**src/rtl/robo_pkg.sv**
```systemverilog
// Shared definitions for the robot navigation controller: FSM state
// encodings and default timing constants.
package robo_pkg;

  typedef enum logic [2:0] {
    S_OFF    = 3'd0,
    S_FWD    = 3'd1,
    S_TURN_L = 3'd2,
    S_TURN_R = 3'd3,
    S_STOP   = 3'd4,
    S_LOWBAT = 3'd5
  } state_e;

  localparam int unsigned DEB_CYCLES_DEF  = 16;
  localparam int unsigned TURN_CYCLES_DEF = 1000;
  localparam int unsigned BLINK_HALF_DEF  = 500000;

endpackage

```
**src/rtl/robo_debounce.sv**
```systemverilog
// Two-flop synchronizer followed by a debouncer. The debounced output only
// takes the synchronized value after DEB_CYCLES consecutive cycles in which
// the two disagree; any return to agreement clears the counter.
module robo_debounce
  import robo_pkg::*;
#(
  parameter int unsigned DEB_CYCLES = DEB_CYCLES_DEF
) (
  input  logic clk_i,
  input  logic rst_i,
  input  logic raw_i,
  output logic deb_o
);

  localparam int unsigned CW = (DEB_CYCLES > 1) ? $clog2(DEB_CYCLES) : 1;
  localparam logic [CW-1:0] CNT_LAST = CW'(DEB_CYCLES - 1);

  logic          sync1_q, sync2_q;
  logic          deb_q, deb_d;
  logic [CW-1:0] cnt_q, cnt_d;

  // Count cycles of disagreement; commit the new value on the last one.
  always_comb begin
    deb_d = deb_q;
    cnt_d = '0;
    if (sync2_q != deb_q) begin
      if (cnt_q == CNT_LAST) begin
        deb_d = sync2_q;
      end else begin
        cnt_d = cnt_q + 1'b1;
      end
    end
  end

  // Synchronizer, debounced value and counter registers.
  always_ff @(posedge clk_i or posedge rst_i) begin
    if (rst_i) begin
      sync1_q <= 1'b0;
      sync2_q <= 1'b0;
      deb_q   <= 1'b0;
      cnt_q   <= '0;
    end else begin
      sync1_q <= raw_i;
      sync2_q <= sync1_q;
      deb_q   <= deb_d;
      cnt_q   <= cnt_d;
    end
  end

  assign deb_o = deb_q;

endmodule

```
**src/rtl/robo_nav_seq.sv**
```systemverilog
// Sequential navigation controller: synchronizes/debounces key and sensor
// inputs and drives wheels and LEDs from a Moore FSM with held turns.
// Optional build macro ROBO_LOWBAT_BLINK_EN: blink LedR while in LOWBAT.
module robo_nav_seq
  import robo_pkg::*;
#(
  parameter int unsigned DEB_CYCLES  = DEB_CYCLES_DEF,
  parameter int unsigned TURN_CYCLES = TURN_CYCLES_DEF
`ifdef ROBO_LOWBAT_BLINK_EN
  ,
  parameter int unsigned BLINK_HALF  = BLINK_HALF_DEF
`endif
) (
  input  logic       CLK,
  input  logic       RST,
  input  logic       CH,
  input  logic       BF,
  input  logic       SF,
  input  logic       SD,
  input  logic       SE,
  input  logic       ST,
  output logic       CE,
  output logic       CD,
  output logic       LedR,
  output logic       LedG,
  output logic       RE,
  output logic       RD,
  output logic [2:0] STATE
);

  localparam int unsigned TW = (TURN_CYCLES > 1) ? $clog2(TURN_CYCLES) : 1;
  localparam logic [TW-1:0] TURN_LAST = TW'(TURN_CYCLES - 1);

  logic ch_s1_q, ch_s2_q;
  logic bf_deb, sf_deb, sd_deb, se_deb, st_deb;
  logic left, right, blocked;

  state_e        state_q, state_d;
  logic [TW-1:0] tcnt_q, tcnt_d;

  logic re_q, rd_q, ce_q, cd_q, led_r_q, led_g_q;
  logic re_d, rd_d, ce_d, cd_d, led_r_d, led_g_d;

  // Key input is only synchronized, never debounced.
  always_ff @(posedge CLK or posedge RST) begin
    if (RST) begin
      ch_s1_q <= 1'b0;
      ch_s2_q <= 1'b0;
    end else begin
      ch_s1_q <= CH;
      ch_s2_q <= ch_s1_q;
    end
  end

  robo_debounce #(.DEB_CYCLES(DEB_CYCLES)) u_deb_bf (.clk_i(CLK), .rst_i(RST), .raw_i(BF), .deb_o(bf_deb));
  robo_debounce #(.DEB_CYCLES(DEB_CYCLES)) u_deb_sf (.clk_i(CLK), .rst_i(RST), .raw_i(SF), .deb_o(sf_deb));
  robo_debounce #(.DEB_CYCLES(DEB_CYCLES)) u_deb_sd (.clk_i(CLK), .rst_i(RST), .raw_i(SD), .deb_o(sd_deb));
  robo_debounce #(.DEB_CYCLES(DEB_CYCLES)) u_deb_se (.clk_i(CLK), .rst_i(RST), .raw_i(SE), .deb_o(se_deb));
  robo_debounce #(.DEB_CYCLES(DEB_CYCLES)) u_deb_st (.clk_i(CLK), .rst_i(RST), .raw_i(ST), .deb_o(st_deb));

  // Steering decode; forward (~SF) is the fall-through of the priority chain.
  assign left    = sf_deb & sd_deb & (~se_deb | st_deb);
  assign right   = sf_deb & (~sd_deb | se_deb);
  assign blocked = left & right;

  // Next-state selection in priority order, plus turn-hold counter.
  always_comb begin
    state_d = state_q;
    tcnt_d  = tcnt_q;
    if (!ch_s2_q) begin
      state_d = S_OFF;
      tcnt_d  = '0;
    end else if (bf_deb) begin
      state_d = S_LOWBAT;
      tcnt_d  = '0;
    end else if ((state_q == S_TURN_L || state_q == S_TURN_R) && (tcnt_q < TURN_LAST)) begin
      tcnt_d = tcnt_q + 1'b1;
    end else begin
      tcnt_d = '0;
      if (blocked)    state_d = S_STOP;
      else if (left)  state_d = S_TURN_L;
      else if (right) state_d = S_TURN_R;
      else            state_d = S_FWD;
    end
  end

`ifdef ROBO_LOWBAT_BLINK_EN
  localparam int unsigned BW = (BLINK_HALF > 1) ? $clog2(BLINK_HALF) : 1;
  localparam logic [BW-1:0] BLINK_LAST = BW'(BLINK_HALF - 1);

  logic [BW-1:0] bcnt_q, bcnt_d;
  logic          lowbat_red;

  // Blink phase: LedR is set on entry and flips after each BLINK_HALF cycles.
  always_comb begin
    bcnt_d     = '0;
    lowbat_red = 1'b1;
    if (state_d == S_LOWBAT && state_q == S_LOWBAT) begin
      if (bcnt_q == BLINK_LAST) begin
        lowbat_red = ~led_r_q;
      end else begin
        bcnt_d     = bcnt_q + 1'b1;
        lowbat_red = led_r_q;
      end
    end
  end

  // Blink counter register.
  always_ff @(posedge CLK or posedge RST) begin
    if (RST) bcnt_q <= '0;
    else     bcnt_q <= bcnt_d;
  end
`else
  logic lowbat_red;
  assign lowbat_red = 1'b1;
`endif

  // Moore output decode from the next state, so outputs move with the state.
  always_comb begin
    re_d    = 1'b0;
    rd_d    = 1'b0;
    ce_d    = 1'b0;
    cd_d    = 1'b0;
    led_r_d = 1'b0;
    led_g_d = 1'b0;
    unique case (state_d)
      S_FWD: begin
        re_d = 1'b1; rd_d = 1'b1; ce_d = 1'b1; cd_d = 1'b1;
      end
      S_TURN_L: begin
        rd_d = 1'b1; ce_d = 1'b1;
      end
      S_TURN_R: begin
        re_d = 1'b1; cd_d = 1'b1;
      end
      S_STOP:   led_r_d = 1'b1;
      S_LOWBAT: begin
        led_r_d = lowbat_red;
        led_g_d = 1'b1;
      end
      default: ;
    endcase
  end

  // State, turn counter and registered outputs.
  always_ff @(posedge CLK or posedge RST) begin
    if (RST) begin
      state_q <= S_OFF;
      tcnt_q  <= '0;
      re_q    <= 1'b0;
      rd_q    <= 1'b0;
      ce_q    <= 1'b0;
      cd_q    <= 1'b0;
      led_r_q <= 1'b0;
      led_g_q <= 1'b0;
    end else begin
      state_q <= state_d;
      tcnt_q  <= tcnt_d;
      re_q    <= re_d;
      rd_q    <= rd_d;
      ce_q    <= ce_d;
      cd_q    <= cd_d;
      led_r_q <= led_r_d;
      led_g_q <= led_g_d;
    end
  end

  assign RE    = re_q;
  assign RD    = rd_q;
  assign CE    = ce_q;
  assign CD    = cd_q;
  assign LedR  = led_r_q;
  assign LedG  = led_g_q;
  assign STATE = state_q;

endmodule
```
**config.mk**
```make
export PLATFORM = sky130hd
export DESIGN_NAME = robo_nav_seq
export DESIGN_NICKNAME = d
export VERILOG_FILES = /design/src/rtl/robo_pkg.sv /design/src/rtl/robo_debounce.sv /design/src/rtl/robo_nav_seq.sv
export SDC_FILE = /design/constraint.sdc
export NUM_CORES = 1
export LEC_CHECK = 0
export ABC_AREA = 1
export CAP_MARGIN = 15
export CORE_MARGIN = 5
export CORE_UTILIZATION = 26
export CTS_BUF_LIST = sky130_fd_sc_hd__clkbuf_8
export DETAILED_ROUTE_END_ITERATION = 10
export DONT_BUFFER_PORTS = 1
export PLACE_DENSITY = 0.51
export RECOVER_POWER = 100
export SYNTH_ARGS = -nofsm -noshare
export SYNTH_HDL_FRONTEND = slang
export SYNTH_SLANG_ARGS = --single-unit
export TNS_END_PERCENT = 100
```
**constraint.sdc**
```tcl
create_clock -name CLK -period 1.8 [get_ports CLK]
set_clock_uncertainty 0.05 [all_clocks]
set_input_delay 0.09 -clock CLK [delete_from_list [all_inputs] [get_ports CLK]]
set_output_delay 0.09 -clock CLK [all_outputs]
set_load 0.02 [all_outputs]
```
==> summary.md, run 1 <==
| Metric | Value |
|---|---|
| Status | `finished clean` |
| Cell Area, Synth | `0.00223 sq mm` |
| Pwr dens | `821 mW/mm^2` |
| Row count | `33` |
| Max-slew violations | `0` |
| Ys Warns | `0` |
| TritonCTS buffer count | `5` |
| Synth area leaders | `dfrtp_1, nor2_1, ha_1` |
| Fillers | `853` |
| Distinct cell type count after synthesis | `26` |
| Port bufs | `0` |
| Slew @ Worst Pin | `0.770 ns` |
| CP peak stage delay | `0.40 ns` |
| HPWL after DPL | `2.53 mm` |
| Top post-synthesis cells by count | `dfrtp_1, nor2_1, inv_1` |
| Period utilisation layout | `0.886` |
| CTS tree | `done` |
| Diodes inserted | `0` |
| Layout cells sized above 1 | `0.120` |
| Final Hold Fails | `0` |
| Largest net degree at the start of global routing | `35` |
| Crit-path cells | `ha_1 > nand2_1 > nand2_1 > nand2_2 > nand3_2 > clkbuf_2 > nor3b_1` |
| Post-synth EDFFs | `0` |
| Chip width | `103 um` |
| Via count | `1283` |
| Clock Sinks | `54` |
| Area leader, netlist | `dfrtp_1` |
| Max Fanout on Critical Path | `10` |
| Die Y | `103 um` |
| Required time worst endpoint | `1.95 ns` |
| Antenna violations before repair | `0` |
| Post-synth ARST share | `1.00` |
| Hold buffers post-CTS | `7` |
| Unrepaired setup endpoints after global routing | `no` |
| Post-Route WL | `3.39 mm` |
| Clock period minus worst slack | `1.59 ns` |
| Top Ports | `17` |
| Cells after synthesis | `202` |
| Rel. slew slack | `0.486` |
| Number of buffers and inverters on the critical path | `1` |
| Drt pass-1 iters | `4` |
| Vias in the first global route | `1384` |
| Post-DRT Antenna Nets | `0` |
| Cell with the most instances after synthesis | `dfrtp_1` |
| Setup bufs post-CTS | `0` |
| Crit-path slowest cell | `dfrtp_1` |
| NumNets Final | `231` |
| Placeable Area | `0.00830 sq mm` |
| Global-route wire length before repair | `6.17 mm` |
| Syn avg cell area | `11.0 sq um` |
| Wire per inst | `10.5 um` |
| WP data arrival | `1.74 ns` |
| Sequential-to-total area share from yosys stat | `0.607` |
| Later-pin clock latency in the skew report | `0.29 ns` |
| Hold Path Class | `in2reg` |
| Synth Register Bits | `54` |
| Top delay family on crit path | `simple AND/OR/NAND/NOR gates` |
| DRC errors left | `0` |
| Post-Syn Nets | `217` |
| Grt ovf | `0` |
| Max Root-Sink Buffers | `2` |
| Power, Total | `2020 uW` |
| Peak supply drop | `0.360 mV` |
| H-tree Lvls | `2` |
| Final TNS setup | `0 ns` |
| Total track usage | `0.0746` |
| Crit path depth | `7` |
| Root buf cell | `clkbuf_8` |
| 1st-iter DRT viols | `47` |
| Initial Util | `0.268` |
| Final setup vio count | `0` |
| Leak | `0.00116 uW` |
| F_max | `627 MHz` |
| Top FF cell, synth | `dfrtp_1` |
| Die area | `0.0105 sq mm` |
| CP endpoint kind | `register` |
| Post-CTS resize count | `0` |
| Hold depth | `1` |
| Max-cap violations | `0` |
| Worst-path clk slew | `0.09 ns` |
| Final Wtd Congestion | `0.753` |
| Drt via density | `4.00` |
| Top cell by count, worst path | `nand2_1` |
| CP Launch Type | `register` |
| Area grow syn2layout | `10.6%` |
| Reg2Reg Depth | `7` |
| Post-synth top area share | `0.607` |
| Worst Setup Path Type | `reg2reg` |
## metal layers
| metal | share of wire | wire, um | vias up | GRT usage |
|---|---|---|---|---|
| met3 | 0.040 | 135 | 2 | 0.0257 |
| met4 | 0.0053 | 18 | 0 | 0.0242 |
| met1 | 0.47 | 1590 | 610 | 0.0866 |
| li1 | - | - | 661 | - |
| met5 | 0 | 0 | - | 0 |
| met2 | 0.48 | 1640 | 10 | 0.129 |
## path summary, 6_finish.rpt
| path | startpoint | to | slack [ns] |
|---|---|---|---|
| worst max-delay path | tcnt_q[0] | tcnt_q[5] | 0.21 |
| worst min-delay path | BF | u_deb_bf.sync1_q | 0.30 |
| worst max register to register | tcnt_q[0] | tcnt_q[5] | 0.21 |
| worst min register to register | u_deb_bf.sync1_q | u_deb_bf.sync2_q | 0.30 |
| max in group asynchronous | RST | u_deb_sf.cnt_q[0] | 0.37 |
| min in group asynchronous | RST | u_deb_se.sync1_q | 0.32 |
## placed cells by master, fill, tap and decap left out, drive strengths merged
cell type	instances
a21boi	1
a21oi	5
a31oi	2
and3	1
clkbuf	8
clkinv	2
dfrtp	54
dlygate4sd3	7
ha	7
inv	24
mux2	3
nand2	22
nand3	16
nand4	1
nor2	37
nor3	6
nor3b	3
or2	1
xnor2	10
xor2	6
## sequential cells by signal, summed over array words and instances (netlist names), 3 cells and up
signal,cells
STATE,3
u_deb_se.cnt_q,4
u_deb_bf.cnt_q,4
tcnt_q,10
u_deb_st.cnt_q,4
u_deb_sd.cnt_q,4
u_deb_sf.cnt_q,4
## stage by stage
step,instance area [sq um],setup WS [ns],hold WS (ns),std cells,utilization
finish,2460,0.206,0.298,321,0.297
global route,2460,0.0618,0.276,321,0.297
CTS,2510,0.255,0.217,321,0.303
detailed placement,2370,0.281,-0.0340,307,0.285
global placement,2370,0.302,-0.0320,307,0.285
floorplan,2230,0.345,0.0714,202,-
## report_power, final
part           total (uW)  leakage, uW  internal, uW  switching, uW
clock                 624    0.0000438           262            362
sequential           1290     0.000707          1260           36.5
combinational         103     0.000411          42.7           59.8
total                2020      0.00116          1560            458
## final cells by class
type	count	area, sq um	share of cell area
inverter	24	90.1	0.0366
timing repair buffer	10	86.3	0.0351
clock buffer	5	68.8	0.0280
clock inverter	2	10.0	0.00407
multi-input combinational	121	723	0.294
sequential	54	1350	0.549
tap	105	131	0.0534
## kinds of logic after synthesis
family	count (synthesis)	share of synthesized area
muxes	3	0.0152
adders and majority gates	7	0.0393
DFF	54	0.607
and+or+nand+nor	87	0.201
buffers and inverters	27	0.0523
xor gates and xnor gates	16	0.0630
AOI/OAI and AO/OA	8	0.0219
(Power assumes the default switching activity.)
==> inputs of run 2 (changes only) <==
--- a/config.mk
+++ b/config.mk
@@ -14,6 +14,7 @@
 export DONT_BUFFER_PORTS = 1
 export PLACE_DENSITY = 0.51
 export RECOVER_POWER = 100
+export SETUP_SLACK_MARGIN = 0.5
 export SYNTH_ARGS = -nofsm -noshare
 export SYNTH_HDL_FRONTEND = slang
 export SYNTH_SLANG_ARGS = --single-unit
==> run 2 against run 1 <==
Effect of this change:
- non-clock buffer count rose by 14
- global-route usage rose by 0.54 points
- count of clock-buffer cells in the layout did not move
- final cell count rose by 4.7%
- first-iteration DRC count fell by 47%
- combinational power rose by 12%
- critical path depth rose by 3
- routed wire length rose by 11%
- flip-flop and latch count did not move
- setup slack improved by 0.035 ns
- critical path type unchanged
- highest routed layer unchanged
==> summary.md, run 2 (synthesized netlist as in run 1, its figures left out) <==
| Metric | Value |
|---|---|
| CTS tree | `done` |
| Worst-path clk slew | `0.10 ns (about the same)` |
| Antenna violations before repair | `0 (unchanged)` |
| Most frequent cells in the layout | `dfrtp_1, nor2_1, inv_1` |
| NumNets Final | `245 (+6.1%)` |
| Diodes inserted | `0 (unchanged)` |
| Port bufs | `0 (unchanged)` |
| Max-cap violations | `0 (unchanged)` |
| Clock Sinks | `54 (unchanged)` |
| Hold Path Origin | `BF` |
| Chip width | `103 um (unchanged)` |
| Die area | `0.0105 sq mm (unchanged)` |
| Final hold slack | `0.280 ns (-0.0180 ns)` |
| Drt via density | `4.09 (+2.2%)` |
| RR Endpoint | `CE` |
| Root buf cell | `clkbuf_8` |
| Hold Path Class | `in2reg` |
| TritonCTS buffer count | `5 (unchanged)` |
| Max Fanout on Critical Path | `4 (-6)` |
| Rel. slew slack | `0.290 (-0.196)` |
| Final Wtd Congestion | `0.760 (+0.89%)` |
| Final setup vio count | `0 (unchanged)` |
| Initial Util | `0.268 (unchanged)` |
| Total track usage | `0.0800 (+0.00537)` |
| Later-pin clock latency in the skew report | `0.31 ns (+0.02 ns)` |
| Unrepaired setup endpoints after global routing | `yes` |
| Hold depth | `1 (unchanged)` |
| Reg2Reg Depth | `10 (+3)` |
| Post-Route WL | `3.76 mm (+11%)` |
| Dpl ws | `0.286 ns (+0.00499 ns)` |
| Max-slew violations | `0 (unchanged)` |
| WHS Endpoint | `u_deb_bf.sync1_q` |
| Final Hold Fails | `0 (unchanged)` |
| HPWL after DPL | `2.51 mm (-1.0%)` |
| Placeable Area | `0.00830 sq mm (unchanged)` |
| 1st-iter DRT viols | `25 (-47%)` |
| FF-to-FF Start | `u_deb_se.deb_o` |
| Leak | `0.00128 uW (+9.9%)` |
| Status | `finished clean` |
| Area grow syn2layout | `25.1%` |
| Row count | `33 (unchanged)` |
| WP data arrival | `1.71 ns (-0.03 ns)` |
| Layout cells sized above 1 | `0.281 (+0.161)` |
| Via count | `1373 (+7.0%)` |
| Vias in the first global route | `1459 (+5.4%)` |
| F_max | `641 MHz (+2.2%)` |
| Die Y | `103 um (unchanged)` |
| R2r setup slk | `0.24 ns (+0.03 ns)` |
| Final core utilization | `0.336 (+0.0390)` |
| Clock period minus worst slack | `1.56 ns (-0.0350 ns)` |
| Top Ports | `17 (unchanged)` |
| Commonest non-fill, non-tap cell in the layout | `dfrtp_1` |
| Power, Total | `2230 uW (+10%)` |
| Max Root-Sink Buffers | `2 (unchanged)` |
| Final TNS setup | `0 ns (unchanged)` |
| Largest net degree at the start of global routing | `33 (-5.7%)` |
| CP endpoint kind | `register` |
| DRC errors left | `0 (unchanged)` |
| Worst Setup Path Type | `reg2reg` |
| Most flops, register | `tcnt_q` |
| FF+latch area | `0.00135 sq mm (unchanged)` |
| Period utilisation layout | `0.866 (-0.0194)` |
| Max FFs per register | `10 (unchanged)` |
| Drt pass-1 iters | `4 (unchanged)` |
| CP Launch Type | `register` |
| Slew @ Worst Pin | `1.06 ns (+0.289 ns)` |
| Required time worst endpoint | `1.95 ns (about the same)` |
| Final worst slack | `0.241 ns (+0.0350 ns)` |
| H-tree Lvls | `2 (unchanged)` |
| Multi-input logic area | `891 sq um (+23%)` |
| Post-DRT Antenna Nets | `0 (unchanged)` |
| Pwr dens | `800 mW/mm^2 (-2.5%)` |
| Fillers | `845 (-0.94%)` |
| Peak supply drop | `0.309 mV (-14%)` |
| Global-route wire length before repair | `6.51 mm (+5.5%)` |
| Grt ovf | `0 (unchanged)` |
| Wire per inst | `11.2 um (+6.1%)` |
## run 2: cell types whose count changed in the layout (fill, tap and decap cells not counted), moves of 6 or more
cell	delta
nand2_1	-7
nand2_4	+6
nor2_4	+6
buf_4	+11
nor2_1	-7
## run 2: worst max-delay path, stage by stage, from the launching register on
cell and delay [ns]:
dfrtp_1 0.40, inv_1 0.07, or2_1 0.11, nand3_2 0.08
buf_6 0.13, buf_4 0.11, buf_4 0.13, nand2_4 0.06
nand3_2 0.05, nand2_1 0.18, a21oi_2 0.07
## run 2: final cells by class
type | count | area share
sequential | 54 | 0.485
multi-input combinational | 121 | 0.320
timing repair buffer | 24 | 0.0746
tap | 105 | 0.0472
inverter | 24 | 0.0328
clock buffer | 5 | 0.0247
clock inverter | 3 | 0.0157
## run 2: what timing repair did
action	CTS	global route
resized for setup	3	41
hold buffers	7	0
hold endpoints to repair	28	0
cloned	0	1
endpoints found under the setup margin	18	19
buffers inserted	7	6
pin swaps	5	14
## run 2: layer usage
| metal | track usage | vias to the layer above | part of all wire |
|---|---|---|---|
| met4 | 0.0212 | 0 | 0.011 |
| met3 | 0.0365 | 5 | 0.047 |
| li1 | - | 689 | - |
| met5 | 0 | - | 0 |
| met2 | 0.133 | 13 | 0.50 |
| met1 | 0.0942 | 666 | 0.44 |
## run 2: worst max-delay path by stage
stage,startpoint,endpoint,slack (ns),cells past startpoint
global placement,u_deb_se.deb_o,CE,0.32,10
CTS,u_deb_se.deb_o,CE,0.28,10
floorplan,u_deb_se.deb_o,CE,0.37,10
finish,u_deb_se.deb_o,CE,0.24,10
global route,u_deb_se.deb_o,CE,0.12,10
detailed placement,u_deb_se.deb_o,CE,0.29,10
## run 2: report_power, final
| group | total (uW) | internal [uW] | leakage [uW] | switching (uW) |
|---|---|---|---|---|
| registers | 1290 | 1260 | 0.000707 | 35.9 |
| clock network | 821 | 417 | 0.0000585 | 404 |
| logic | 115 | 51.5 | 0.000512 | 63.9 |
## run 2: stage by stage
step / instance area, sq um / std cells
after detailed placement: 2370 / 307
after CTS: 2620 / 329
after global routing: 2790 / 336
after floorplan: 2230 / 202
after global placement: 2370 / 307
final: 2790 / 336
==> inputs of run 3 (changes only) <==
--- a/config.mk
+++ b/config.mk
@@ -12,7 +12,7 @@
 export CTS_BUF_LIST = sky130_fd_sc_hd__clkbuf_8
 export DETAILED_ROUTE_END_ITERATION = 10
 export DONT_BUFFER_PORTS = 1
-export PLACE_DENSITY = 0.51
+export PLACE_DENSITY = 0.36
 export RECOVER_POWER = 100
 export SETUP_SLACK_MARGIN = 0.5
 export SYNTH_ARGS = -nofsm -noshare
==> run 3 against run 2 <==
Effect of this change:
- clock power increased by 21%
- sequential share of layout area increased by 1.6 points
- first-iteration DRC count increased by 48%
- critical path type unchanged
==> summary.md, run 3 (synthesized netlist as in run 1, its figures left out) <==
| Metric | Value |
|---|---|
| Post-DRT Antenna Nets | `0 (unchanged)` |
| Chip width | `103 um (unchanged)` |
| Total track usage | `0.0818 (+0.00179)` |
| Peak supply drop | `0.307 mV (-0.70%)` |
| Max Fanout on Critical Path | `4 (unchanged)` |
| Max-cap violations | `0 (unchanged)` |
| Clock period minus worst slack | `1.56 ns (+0.000891 ns)` |
| Final Wtd Congestion | `0.663 (-13%)` |
| 1st-iter DRT viols | `37 (+48%)` |
| Final worst slack | `0.240 ns (-0.000891 ns)` |
| Final core utilization | `0.325 (-0.0109)` |
| Unrepaired setup endpoints after global routing | `yes` |
| Post-Route WL | `3.83 mm (+2.0%)` |
| Final hold slack | `0.110 ns (-0.170 ns)` |
| Max-slew violations | `0 (unchanged)` |
| Row count | `33 (unchanged)` |
| CP Launch Type | `register` |
| Final setup vio count | `0 (unchanged)` |
| Worst-path clk slew | `0.10 ns (about the same)` |
| NumNets Final | `242 (-1.2%)` |
| Layout cells sized above 1 | `0.232 (-0.0489)` |
| Top Ports | `17 (unchanged)` |
| Grt ovf | `0 (unchanged)` |
| H-tree Lvls | `2 (unchanged)` |
| Pwr dens | `891 mW/mm^2 (+11%)` |
| Later-pin clock latency in the skew report | `0.31 ns (about the same)` |
| Reg2Reg Depth | `8 (-2)` |
| Commonest non-fill, non-tap cell in the layout | `dfrtp_1` |
| CP endpoint kind | `register` |
| Max FFs per register | `10 (unchanged)` |
| Leak | `0.00124 uW (-3.3%)` |
| Slew @ Worst Pin | `0.666 ns (-0.393 ns)` |
| Global-route wire length before repair | `6.43 mm (-1.2%)` |
| Final TNS setup | `0 ns (unchanged)` |
| Worst Setup Path Type | `reg2reg` |
| Hold Path Class | `in2async` |
| Via count | `1321 (-3.8%)` |
| Antenna violations before repair | `0 (unchanged)` |
| Area grow syn2layout | `21.1%` |
| Most flops, register | `tcnt_q` |
| Root buf cell | `clkbuf_8` |
| Required time worst endpoint | `1.99 ns (+0.04 ns)` |
| Most frequent cells in the layout | `dfrtp_1, nor2_1, inv_1` |
| Fillers | `844 (-0.12%)` |
| Max Root-Sink Buffers | `2 (unchanged)` |
| TritonCTS buffer count | `5 (unchanged)` |
| Period utilisation layout | `0.867 (about the same)` |
| Rel. slew slack | `0.556 (+0.266)` |
| Final Hold Fails | `0 (unchanged)` |
| Status | `finished clean` |
| F_max | `641 MHz (about the same)` |
| Die Y | `103 um (unchanged)` |
| Wire per inst | `11.5 um (+2.9%)` |
| Diodes inserted | `0 (unchanged)` |
| Dpl ws | `0.284 ns (-0.00235 ns)` |
| CTS tree | `done` |
| Vias in the first global route | `1352 (-7.3%)` |
| Placeable Area | `0.00830 sq mm (unchanged)` |
| HPWL after DPL | `2.58 mm (+2.8%)` |
| Port bufs | `0 (unchanged)` |
| DRC errors left | `0 (unchanged)` |
| Clock Sinks | `54 (unchanged)` |
| Drt via density | `3.97 (-2.9%)` |
| Die area | `0.0105 sq mm (unchanged)` |
| Drt pass-1 iters | `4 (unchanged)` |
| Largest net degree at the start of global routing | `49 (+48%)` |
| WP data arrival | `1.75 ns (+0.04 ns)` |
| Initial Util | `0.268 (unchanged)` |
==> run 3: cell count changes in the layout (fill, tap and decap cells not counted), sizes merged <==
cell,previous run,this run
buf,13,9
bufinv,1,2
clkbuf,8,10
clkdlybuf4s25,0,1
clkinv,1,0
dlymetal6s2s,1,0
inv,24,23
==> run 3: path summary, 6_finish.rpt <==
check	end	slack [ns]	from
max in group asynchronous	u_deb_se.deb_o	0.64	RST
min in group CLK	ch_s1_q	0.28	CH
hold reg to reg	u_deb_sd.sync2_q	0.31	u_deb_sd.sync1_q
setup reg to reg	LedG	0.24	tcnt_q[0]
setup / recovery	LedG	0.24	tcnt_q[0]
hold / removal	u_deb_se.sync1_q	0.11	RST
==> run 3: timing repair <==
item                                    4_1_cts  5_1_grt
pin swaps                                     8        4
endpoints found under the setup margin       18       19
buffers inserted                              6        5
resized for setup                             4       19
hold buffers                                  7        0
hold endpoints to repair                     60        0
==> run 3: worst max-delay path: stages (launching register included) <==
cell	delay (ns)
dfrtp_1	0.40
ha_2	0.19
nand2_1	0.11
nand2_1	0.06
nand2_1	0.12
nand3_1	0.12
nand3_2	0.08
nand2_1	0.15
nor3_4	0.21
==> run 3: area by class of cell <==
cell class | instances | area [sq um] | share of cell area
sequential | 54 | 1350 | 0.501
multi-input combinational | 121 | 797 | 0.296
timing repair buffer | 21 | 181 | 0.0673
tap | 105 | 131 | 0.0487
inverter | 24 | 91.3 | 0.0339
clock buffer | 6 | 82.6 | 0.0306
clock inverter | 2 | 60.1 | 0.0223
==> run 3: power breakdown <==
part           internal, uW  leakage (uW)  switching [uW]
registers              1260      0.000707            37.2
clock network           593     0.0000714             402
logic                  48.3      0.000457            63.1
==> run 3: per-stage QoR <==
stage	std cells	cell area (sq um)	total power, uW
final	333	2700	2400
after floorplan	202	2230	1390
after global routing	333	2700	2540
after detailed placement	307	2370	1420
after global placement	307	2370	1420
after CTS	328	2650	2450
==> run 3: metal layers <==
layer / up-vias / track usage / part of all wire
li1: 681 / - / -
met1: 621 / 0.103 / 0.48
met2: 17 / 0.121 / 0.46
met3: 2 / 0.0386 / 0.053
met4: 0 / 0.0333 / 0.011
met5: - / 0 / 0
